**src/rtl/riscv_pkg.sv**
```systemverilog
// Shared types for the execute-stage multiply/divide unit: operation codes, FSM states, default XLEN.
package riscv_pkg;

   localparam int unsigned XLEN = 32;

   typedef enum logic [2:0] {
      OP_MUL    = 3'd0,
      OP_MULH   = 3'd1,
      OP_MULHSU = 3'd2,
      OP_MULHU  = 3'd3,
      OP_DIV    = 3'd4,
      OP_DIVU   = 3'd5,
      OP_REM    = 3'd6,
      OP_REMU   = 3'd7
   } muldiv_op_e;

   typedef enum logic [1:0] {
      ST_IDLE = 2'd0,
      ST_MUL  = 2'd1,
      ST_DIV  = 2'd2,
      ST_DONE = 2'd3
   } muldiv_state_e;

   // Upper half of the opcode space is the divide family.
   function automatic logic op_is_div(input muldiv_op_e op);
      return op[2];
   endfunction

   function automatic logic op_is_signed_div(input muldiv_op_e op);
      return (op == OP_DIV) || (op == OP_REM);
   endfunction

   function automatic logic op_is_rem(input muldiv_op_e op);
      return (op == OP_REM) || (op == OP_REMU);
   endfunction

endpackage

```
**src/rtl/muldiv_divider.sv**
```systemverilog
// Iterative restoring divider on unsigned magnitudes: one quotient bit per cycle, XLEN cycles,
// done_o pulses for one cycle once quotient_o/remainder_o are final.
module muldiv_divider #(
   parameter int unsigned XLEN = riscv_pkg::XLEN
) (
   input  logic            clk_i,
   input  logic            rstn_i,
   input  logic            abort_i,
   input  logic            start_i,
   input  logic [XLEN-1:0] dividend_i,
   input  logic [XLEN-1:0] divisor_i,
   output logic            done_o,
   output logic [XLEN-1:0] quotient_o,
   output logic [XLEN-1:0] remainder_o
);

   localparam int unsigned CNT_W = $clog2(XLEN + 1);

   logic [CNT_W-1:0] iter_q;
   logic             busy_q;
   logic [XLEN-1:0]  quo_q;
   logic [XLEN-1:0]  rem_q;
   logic [XLEN-1:0]  dvs_q;
   logic [XLEN:0]    shifted_c;
   logic [XLEN:0]    trial_c;

   // Partial remainder shifted left by one with the next dividend bit, and its trial subtraction.
   assign shifted_c = {rem_q, quo_q[XLEN-1]};
   assign trial_c   = shifted_c - {1'b0, dvs_q};

   assign quotient_o  = quo_q;
   assign remainder_o = rem_q;

   always_ff @(posedge clk_i or negedge rstn_i) begin : div_ff
      if (!rstn_i) begin
         iter_q <= '0;
         busy_q <= 1'b0;
         quo_q  <= '0;
         rem_q  <= '0;
         dvs_q  <= '0;
         done_o <= 1'b0;
      end else begin
         done_o <= 1'b0;
         if (abort_i) begin
            busy_q <= 1'b0;
            iter_q <= '0;
         end else if (start_i) begin
            quo_q  <= dividend_i;
            rem_q  <= '0;
            dvs_q  <= divisor_i;
            iter_q <= CNT_W'(XLEN);
            busy_q <= 1'b1;
         end else if (busy_q) begin
            if (trial_c[XLEN]) begin
               rem_q <= shifted_c[XLEN-1:0];
               quo_q <= {quo_q[XLEN-2:0], 1'b0};
            end else begin
               rem_q <= trial_c[XLEN-1:0];
               quo_q <= {quo_q[XLEN-2:0], 1'b1};
            end
            iter_q <= iter_q - CNT_W'(1);
            if (iter_q == CNT_W'(1)) begin
               busy_q <= 1'b0;
               done_o <= 1'b1;
            end
         end
      end
   end

endmodule

```
**src/rtl/execute_muldiv.sv**
```systemverilog
// Execute-stage multiply/divide unit with valid/ready request and result handshakes.
// Divide/remainder support is built only when MULDIV_DIV_EN is defined; otherwise those ops pulse illegal_o.
module execute_muldiv #(
   parameter int unsigned XLEN        = riscv_pkg::XLEN,
   parameter int unsigned MUL_LATENCY = 2
) (
   input  logic                  clk_i,
   input  logic                  rstn_i,
   input  logic                  flush_i,
   input  logic                  valid_i,
   output logic                  ready_o,
   input  riscv_pkg::muldiv_op_e op_i,
   input  logic [XLEN-1:0]       rs1_i,
   input  logic [XLEN-1:0]       rs2_i,
   input  logic [4:0]            rd_addr_i,
   output logic                  valid_o,
   input  logic                  ready_i,
   output logic [XLEN-1:0]       result_o,
   output logic [4:0]            rd_addr_o,
   output logic                  busy_o,
   output logic                  illegal_o
);

   import riscv_pkg::*;

   localparam int unsigned CNT_W = 3;

   muldiv_state_e    state_q;
   logic [CNT_W-1:0] mul_cnt_q;
   logic [4:0]       rd_q;
   logic [XLEN-1:0]  mul_pipe_q [MUL_LATENCY];

   logic             accept_c;
   logic             is_div_c;
   logic             a_sgn_c;
   logic             b_sgn_c;
   logic [2*XLEN-1:0] a_ext_c;
   logic [2*XLEN-1:0] b_ext_c;
   logic [2*XLEN-1:0] prod_c;
   logic [XLEN-1:0]  mul_res_c;

   assign ready_o  = (state_q == ST_IDLE);
   assign busy_o   = !ready_o;
   assign accept_c = valid_i && ready_o && !flush_i;
   assign is_div_c = op_is_div(op_i);

   // Sign-extend to 2*XLEN so one unsigned multiply yields all three high-half signedness variants.
   assign a_sgn_c   = ((op_i == OP_MULH) || (op_i == OP_MULHSU)) && rs1_i[XLEN-1];
   assign b_sgn_c   = (op_i == OP_MULH) && rs2_i[XLEN-1];
   assign a_ext_c   = {{XLEN{a_sgn_c}}, rs1_i};
   assign b_ext_c   = {{XLEN{b_sgn_c}}, rs2_i};
   assign prod_c    = a_ext_c * b_ext_c;
   assign mul_res_c = (op_i == OP_MUL) ? prod_c[XLEN-1:0] : prod_c[2*XLEN-1:XLEN];

   // Product pipeline: stage 0 captured at accept, result taken from the last stage.
   always_ff @(posedge clk_i or negedge rstn_i) begin : mul_pipe_ff
      if (!rstn_i) begin
         for (int i = 0; i < int'(MUL_LATENCY); i++) mul_pipe_q[i] <= '0;
      end else begin
         if (accept_c && !is_div_c) mul_pipe_q[0] <= mul_res_c;
         for (int i = 1; i < int'(MUL_LATENCY); i++) mul_pipe_q[i] <= mul_pipe_q[i-1];
      end
   end

`ifdef MULDIV_DIV_EN
   logic            signed_c;
   logic            rem_c;
   logic            a_neg_c;
   logic            b_neg_c;
   logic            div0_c;
   logic            ovf_c;
   logic            div_start_c;
   logic [XLEN-1:0] a_mag_c;
   logic [XLEN-1:0] b_mag_c;
   logic [XLEN-1:0] bypass_res_c;
   logic            div_done;
   logic [XLEN-1:0] div_quo;
   logic [XLEN-1:0] div_rem;
   logic            q_neg_q;
   logic            r_neg_q;
   logic            is_rem_q;
   logic            fix_q;
   logic [XLEN-1:0] fix_res_q;

   assign signed_c = op_is_signed_div(op_i);
   assign rem_c    = op_is_rem(op_i);
   assign a_neg_c  = signed_c && rs1_i[XLEN-1];
   assign b_neg_c  = signed_c && rs2_i[XLEN-1];
   assign a_mag_c  = a_neg_c ? -rs1_i : rs1_i;
   assign b_mag_c  = b_neg_c ? -rs2_i : rs2_i;
   assign div0_c   = (rs2_i == '0);
   assign ovf_c    = signed_c && (rs1_i == {1'b1, {(XLEN-1){1'b0}}}) && (rs2_i == '1);

   // Divide-by-zero and signed overflow skip the iteration with a fixed result.
   assign div_start_c  = accept_c && is_div_c && !div0_c && !ovf_c;
   assign bypass_res_c = div0_c ? (rem_c ? rs1_i : '1) : (rem_c ? '0 : rs1_i);

   muldiv_divider #(
      .XLEN (XLEN)
   ) u_divider (
      .clk_i       (clk_i),
      .rstn_i      (rstn_i),
      .abort_i     (flush_i),
      .start_i     (div_start_c),
      .dividend_i  (a_mag_c),
      .divisor_i   (b_mag_c),
      .done_o      (div_done),
      .quotient_o  (div_quo),
      .remainder_o (div_rem)
   );
`endif

   always_ff @(posedge clk_i or negedge rstn_i) begin : fsm_ff
      if (!rstn_i) begin
         state_q   <= ST_IDLE;
         mul_cnt_q <= '0;
         rd_q      <= '0;
         valid_o   <= 1'b0;
         illegal_o <= 1'b0;
         result_o  <= '0;
         rd_addr_o <= '0;
`ifdef MULDIV_DIV_EN
         q_neg_q   <= 1'b0;
         r_neg_q   <= 1'b0;
         is_rem_q  <= 1'b0;
         fix_q     <= 1'b0;
         fix_res_q <= '0;
`endif
      end else begin
         illegal_o <= 1'b0;
         if (flush_i) begin
            state_q <= ST_IDLE;
            valid_o <= 1'b0;
`ifdef MULDIV_DIV_EN
            fix_q   <= 1'b0;
`endif
         end else begin
            case (state_q)
               ST_IDLE: begin
                  if (accept_c) begin
                     rd_q <= rd_addr_i;
                     if (!is_div_c) begin
                        state_q   <= ST_MUL;
                        mul_cnt_q <= '0;
                     end else begin
`ifdef MULDIV_DIV_EN
                        state_q   <= ST_DIV;
                        q_neg_q   <= a_neg_c ^ b_neg_c;
                        r_neg_q   <= a_neg_c;
                        is_rem_q  <= rem_c;
                        fix_q     <= div0_c || ovf_c;
                        fix_res_q <= bypass_res_c;
`else
                        illegal_o <= 1'b1;
`endif
                     end
                  end
               end
               ST_MUL: begin
                  if (mul_cnt_q == CNT_W'(MUL_LATENCY - 1)) begin
                     state_q   <= ST_DONE;
                     valid_o   <= 1'b1;
                     result_o  <= mul_pipe_q[MUL_LATENCY-1];
                     rd_addr_o <= rd_q;
                  end else begin
                     mul_cnt_q <= mul_cnt_q + CNT_W'(1);
                  end
               end
               ST_DIV: begin
`ifdef MULDIV_DIV_EN
                  // fix_q marks a result already sign-corrected (or bypassed) and ready to present.
                  if (fix_q) begin
                     state_q   <= ST_DONE;
                     valid_o   <= 1'b1;
                     result_o  <= fix_res_q;
                     rd_addr_o <= rd_q;
                     fix_q     <= 1'b0;
                  end else if (div_done) begin
                     fix_q     <= 1'b1;
                     fix_res_q <= is_rem_q ? (r_neg_q ? -div_rem : div_rem)
                                           : (q_neg_q ? -div_quo : div_quo);
                  end
`else
                  state_q <= ST_IDLE;
`endif
               end
               ST_DONE: begin
                  if (ready_i) begin
                     state_q <= ST_IDLE;
                     valid_o <= 1'b0;
                  end
               end
               default: state_q <= ST_IDLE;
            endcase
         end
      end
   end

endmodule

```
**config.mk**
```make
export PLATFORM = sky130hd
export DESIGN_NAME = execute_muldiv
export DESIGN_NICKNAME = d
export VERILOG_FILES = /design/src/rtl/riscv_pkg.sv /design/src/rtl/muldiv_divider.sv /design/src/rtl/execute_muldiv.sv
export SDC_FILE = /design/constraint.sdc
export NUM_CORES = 2
export LEC_CHECK = 0
export CAP_MARGIN = 20
export CORE_MARGIN = 10
export CORE_UTILIZATION = 34
export CTS_CLUSTER_SIZE = 8
export DETAILED_ROUTE_END_ITERATION = 16
export HOLD_SLACK_MARGIN = 0.02
export MAX_ROUTING_LAYER = met4
export PLACE_DENSITY = 0.58
export SLEW_MARGIN = 20
export SYNTH_ARGS = -nofsm -noshare
export SYNTH_HDL_FRONTEND = slang
export SYNTH_SLANG_ARGS = --single-unit
```
**constraint.sdc**
```tcl
create_clock -name clk_i -period 3.8 [get_ports clk_i]
set_input_delay 0.38 -clock clk_i [delete_from_list [all_inputs] [get_ports clk_i]]
set_output_delay 0.38 -clock clk_i [all_outputs]
set_load 0.03 [all_outputs]
```
==> impl_metrics.prom <==
# TYPE chip_impl_metric gauge
chip_impl_info{name="synth_top_area_cell",value="fa_1"} 1
chip_impl_info{name="ys.flop_type",value="dfrtp_1"} 1
chip_impl_metric{name="maximum_level_of_the_cts_h_tree",unit=""} 4
chip_impl_metric{name="cap_viol_max_count",unit=""} 0
chip_impl_info{name="outcome",value="complete, but fails checks"} 1
chip_impl_info{name="rsz0062_at_grt",value="true"} 1
chip_impl_metric{name="report.final.slew_viol_count",unit=""} 0
chip_impl_metric{name="gp_routability_congestion",unit=""} 0.872
chip_impl_metric{name="regArea",unit="um^2"} 2830
chip_impl_info{name="critical-path-slowest-cell",value="fa_2"} 1
chip_impl_metric{name="cp_slowest_stage_delay",unit="ns"} 0.62
chip_impl_metric{name="max_freq",unit="GHz"} 0.131
chip_impl_metric{name="synth.avg_cell_area",unit="um^2"} 9.28
chip_impl_metric{name="fraction_of_final_layout_cells_with_drive_strength_greater_than_1",unit="%"} 22.8
chip_impl_metric{name="first_global_vias",unit=""} 35639
chip_impl_info{name="post_synth_main_area_contributors",value="fa_1 53%, inv_1 10%, nand2_1 7.2%"} 1
chip_impl_info{name="root_buf_cell",value="clkbuf_16"} 1
chip_impl_metric{name="first_pass_grt_wire_length",unit="um"} 204000
chip_impl_metric{name="synth.yosys.seq_area_share",unit="%"} 6.67
chip_impl_metric{name="synth_enable_flop_cells",unit=""} 0
chip_impl_info{name="synth_most_common_cell",value="inv_1"} 1
chip_impl_metric{name="ctsHoldBuffers",unit=""} 0
chip_impl_info{name="worstHoldPathType",value="in2async"} 1
chip_impl_metric{name="ctsLongestPathBuffers",unit=""} 2
chip_impl_metric{name="top_level_ports",unit=""} 118
chip_impl_metric{name="yosys_register_bits",unit=""} 113
chip_impl_info{name="tritoncts",value="yes"} 1
chip_impl_info{name="violations",value="setup timing"} 1
chip_impl_info{name="critical_path.most_common_cell",value="fa_1"} 1
chip_impl_metric{name="grt_overflow_total",unit=""} 0
chip_impl_metric{name="grt_met1_use",unit="%"} 24.3
chip_impl_metric{name="detailedRoute.firstIterationViolations",unit=""} 1806
chip_impl_metric{name="synth.top_cell.area_share",unit="%"} 53.1
chip_impl_metric{name="post_synth_num_cell_types",unit=""} 87
chip_impl_metric{name="post_drt_wl_per_cell",unit="um"} 18.8
chip_impl_metric{name="insertion_delay_of_the_later_clocked_pin_in_the_worst_skew_pair",unit="ns"} 0.41
chip_impl_metric{name="max_slew.worst_pin.slew",unit="ns"} 0.786
chip_impl_metric{name="floorplan.die_area",unit="um^2"} 139000
chip_impl_metric{name="cts_inserted_buffers",unit=""} 17
chip_impl_metric{name="vias",unit=""} 32282
chip_impl_metric{name="max_fo_critical_path",unit=""} 8
chip_impl_metric{name="drt_pre_antenna_iters",unit=""} 8
chip_impl_metric{name="netlist_area",unit="um^2"} 42400
chip_impl_metric{name="core-area",unit="um^2"} 124000
chip_impl_metric{name="grt_antenna_before_repair",unit=""} 6
chip_impl_metric{name="skew",unit="ns"} 0.00794
chip_impl_metric{name="ant_nets",unit=""} 0
chip_impl_metric{name="max_slew_margin",unit="%"} 46.2
chip_impl_metric{name="synthesized_net_count",unit=""} 5982
chip_impl_metric{name="finalCritPeriodShare",unit="%"} 200
chip_impl_metric{name="fill_cells",unit=""} 11732
chip_impl_metric{name="flow.area_growth_from_synthesis",unit="%"} 28.4
chip_impl_metric{name="grtUsageMet3",unit="%"} 1.43
chip_impl_info{name="setup.worst_path.start",value="op_i[1]"} 1
chip_impl_metric{name="die_y",unit="um"} 373
chip_impl_info{name="critPathLaunchType",value="input port"} 1
chip_impl_metric{name="setup-tns-final",unit="ns"} -108.00
chip_impl_metric{name="grtUsageTotal",unit="%"} 19.1
chip_impl_metric{name="cts.sink_count",unit=""} 113
chip_impl_info{name="worstSetupPathType",value="in2reg"} 1
chip_impl_metric{name="port_buffers",unit=""} 117
chip_impl_metric{name="floorplan.die.width",unit="um"} 373
chip_impl_metric{name="report.final.setup_viol",unit=""} 32
chip_impl_metric{name="multi_input_area",unit="um^2"} 35600
chip_impl_metric{name="post-dp-hpwl",unit="um"} 102000
chip_impl_info{name="synth_common_cells",value="1176 x inv_1, 1125 x fa_1, 813 x nand2_1, 310 x and2_1, 218 x clkbuf_1"} 1
chip_impl_metric{name="route.final.wire_length",unit="um"} 128000
chip_impl_metric{name="number_of_nets_at_the_end_of_the_flow",unit=""} 6586
chip_impl_metric{name="postLayoutSetupSlackWorst",unit="ns"} -3.81
chip_impl_metric{name="syn-instance-count",unit=""} 4566
chip_impl_metric{name="floorplan.initialDensity",unit="%"} 34.2
chip_impl_info{name="cp-end-kind",value="register"} 1
chip_impl_metric{name="post-route-drc-count",unit=""} 0
chip_impl_metric{name="globalRouteMet2Util",unit="%"} 33.2
chip_impl_metric{name="detail_route.vias_per_cell",unit=""} 4.73
chip_impl_metric{name="final-hold-violation-count",unit=""} 0
chip_impl_metric{name="grt_max_degree",unit=""} 57
chip_impl_metric{name="core.rowCount",unit=""} 129
chip_impl_metric{name="layout_min_cycle_time",unit="ns"} 7.61
chip_impl_info{name="critical_path.reg2reg.startpoint",value="state_q[0]"} 1
chip_impl_metric{name="worst_ep_arrival",unit="ns"} 7.95
chip_impl_metric{name="clkSlewWorstSetupHoldPaths",unit="ns"} 0.05
chip_impl_metric{name="synth-async-reset-ratio",unit="%"} 100
chip_impl_metric{name="synthesis.yosys.warnings",unit=""} 0
chip_impl_metric{name="worst-endpoint-required",unit="ns"} 4.14
chip_impl_info{name="gr-max-usage-layer",value="met2"} 1
area by class of cell:
cell class | instances | share of cell area [%]
well taps | 1637 | 3.77
repair buffers | 826 | 16.2
clock buffers | 19 | 0.814
inverters | 1176 | 8.14
diodes | 5 | 0.0230
clock inverters | 13 | 0.297
flip-flops and latches | 113 | 5.20
multi-input cells | 3036 | 65.5
kinds of logic after synthesis:
family                   after synthesis  synth area share [%]
XOR/XNOR                              67                  1.38
AO/OA/AOI/OAI                        263                  4.14
multiplexers                          49                  1.29
AND/OR/NAND/NOR                     1318                  14.2
flip-flops                           113                  6.67
buffers and inverters               1417                  12.8
adder cells (fa/ha/maj)             1339                  59.5
through the flow:
stage | hold slack [ns] | instances | cell area [um^2] | setup WS [ns] | util (%)
3_3_place_gp | 0.360 | 6614 | 49900 | -4.56 | 40.3
3_5_place_dp | 0.362 | 6614 | 49900 | -4.65 | 40.3
5_1_grt | 0.0583 | 6824 | 54400 | -4.03 | 43.9
2_1_floorplan | 0.0844 | 4566 | 43000 | -4.12 | -
6_report | 0.0168 | 6825 | 54400 | -3.81 | 43.9
4_1_cts | 0.0398 | 6784 | 53500 | -3.78 | 43.2
registers in the layout, indices dropped and copies added, names as in the netlist:
signal and flops:
rd_q 5, result_o 32, rd_addr_o 5, mul_cnt_q 3, valid_o 1, mul_pipe_q 64, illegal_o 1, state_q 2
worst max-delay path, delay by kind of cell:
family                     cells  cell delay [ns]
muxes                          1             0.32
and+or+nand+nor                6             0.96
buffers and inverters         10             0.94
xor gates and xnor gates       1             0.13
AOI/OAI and AO/OA              4             0.71
adders and majority gates      9             4.45
per-layer routing:
| layer | vias up | part of all wire, % |
|---|---|---|
| li1 | 14303 | - |
| met1 | 17066 | 42 |
| met2 | 745 | 51 |
| met3 | 168 | 4.5 |
| met4 | 0 | 2.6 |
| met5 | - | 0 |
cells in the final DEF (no fill, tap or decap), types with 24 or more instances in the layout:
cell,Yosys,layout
and2_1,310,291
fa_2,0,53
nor2_1,84,70
xnor2_1,49,41
inv_2,0,64
dfrtp_1,113,113
buf_4,1,507
inv_1,1176,1109
o21ai_0,60,24
a21oi_1,76,47
clkdlybuf4s50_1,0,50
buf_6,3,83
nand2_1,813,784
ha_1,214,176
fa_1,1125,1072
ha_4,0,37
o21ai_1,0,25
buf_12,0,106
a21o_1,27,27
mux2_2,45,43
worst paths after layout:
kind                       slack [ns]  cells past startpoint        endpoint
max in group asynchronous        2.93                      2    result_o[16]
hold reg to reg                  0.37                      0  mul_pipe_q[15]
setup reg to reg                 1.20                      9    mul_cnt_q[2]
setup / recovery                -3.81                     31  mul_pipe_q[60]
min in group clk_i               0.37                      0  mul_pipe_q[15]
hold / removal                   0.02                      1       illegal_o
repair_timing:
item,4_1_cts,5_1_grt
buffers inserted,109,42
gates resized for setup,524,174
pin swaps,235,149
gates cloned,36,1
setup endpoints to repair,32,32
hold endpoints to repair,0,0
Power is left out: the tool's default activity adds up to more than one toggle a clock period on the data nets, which glitch-free logic cannot reach.
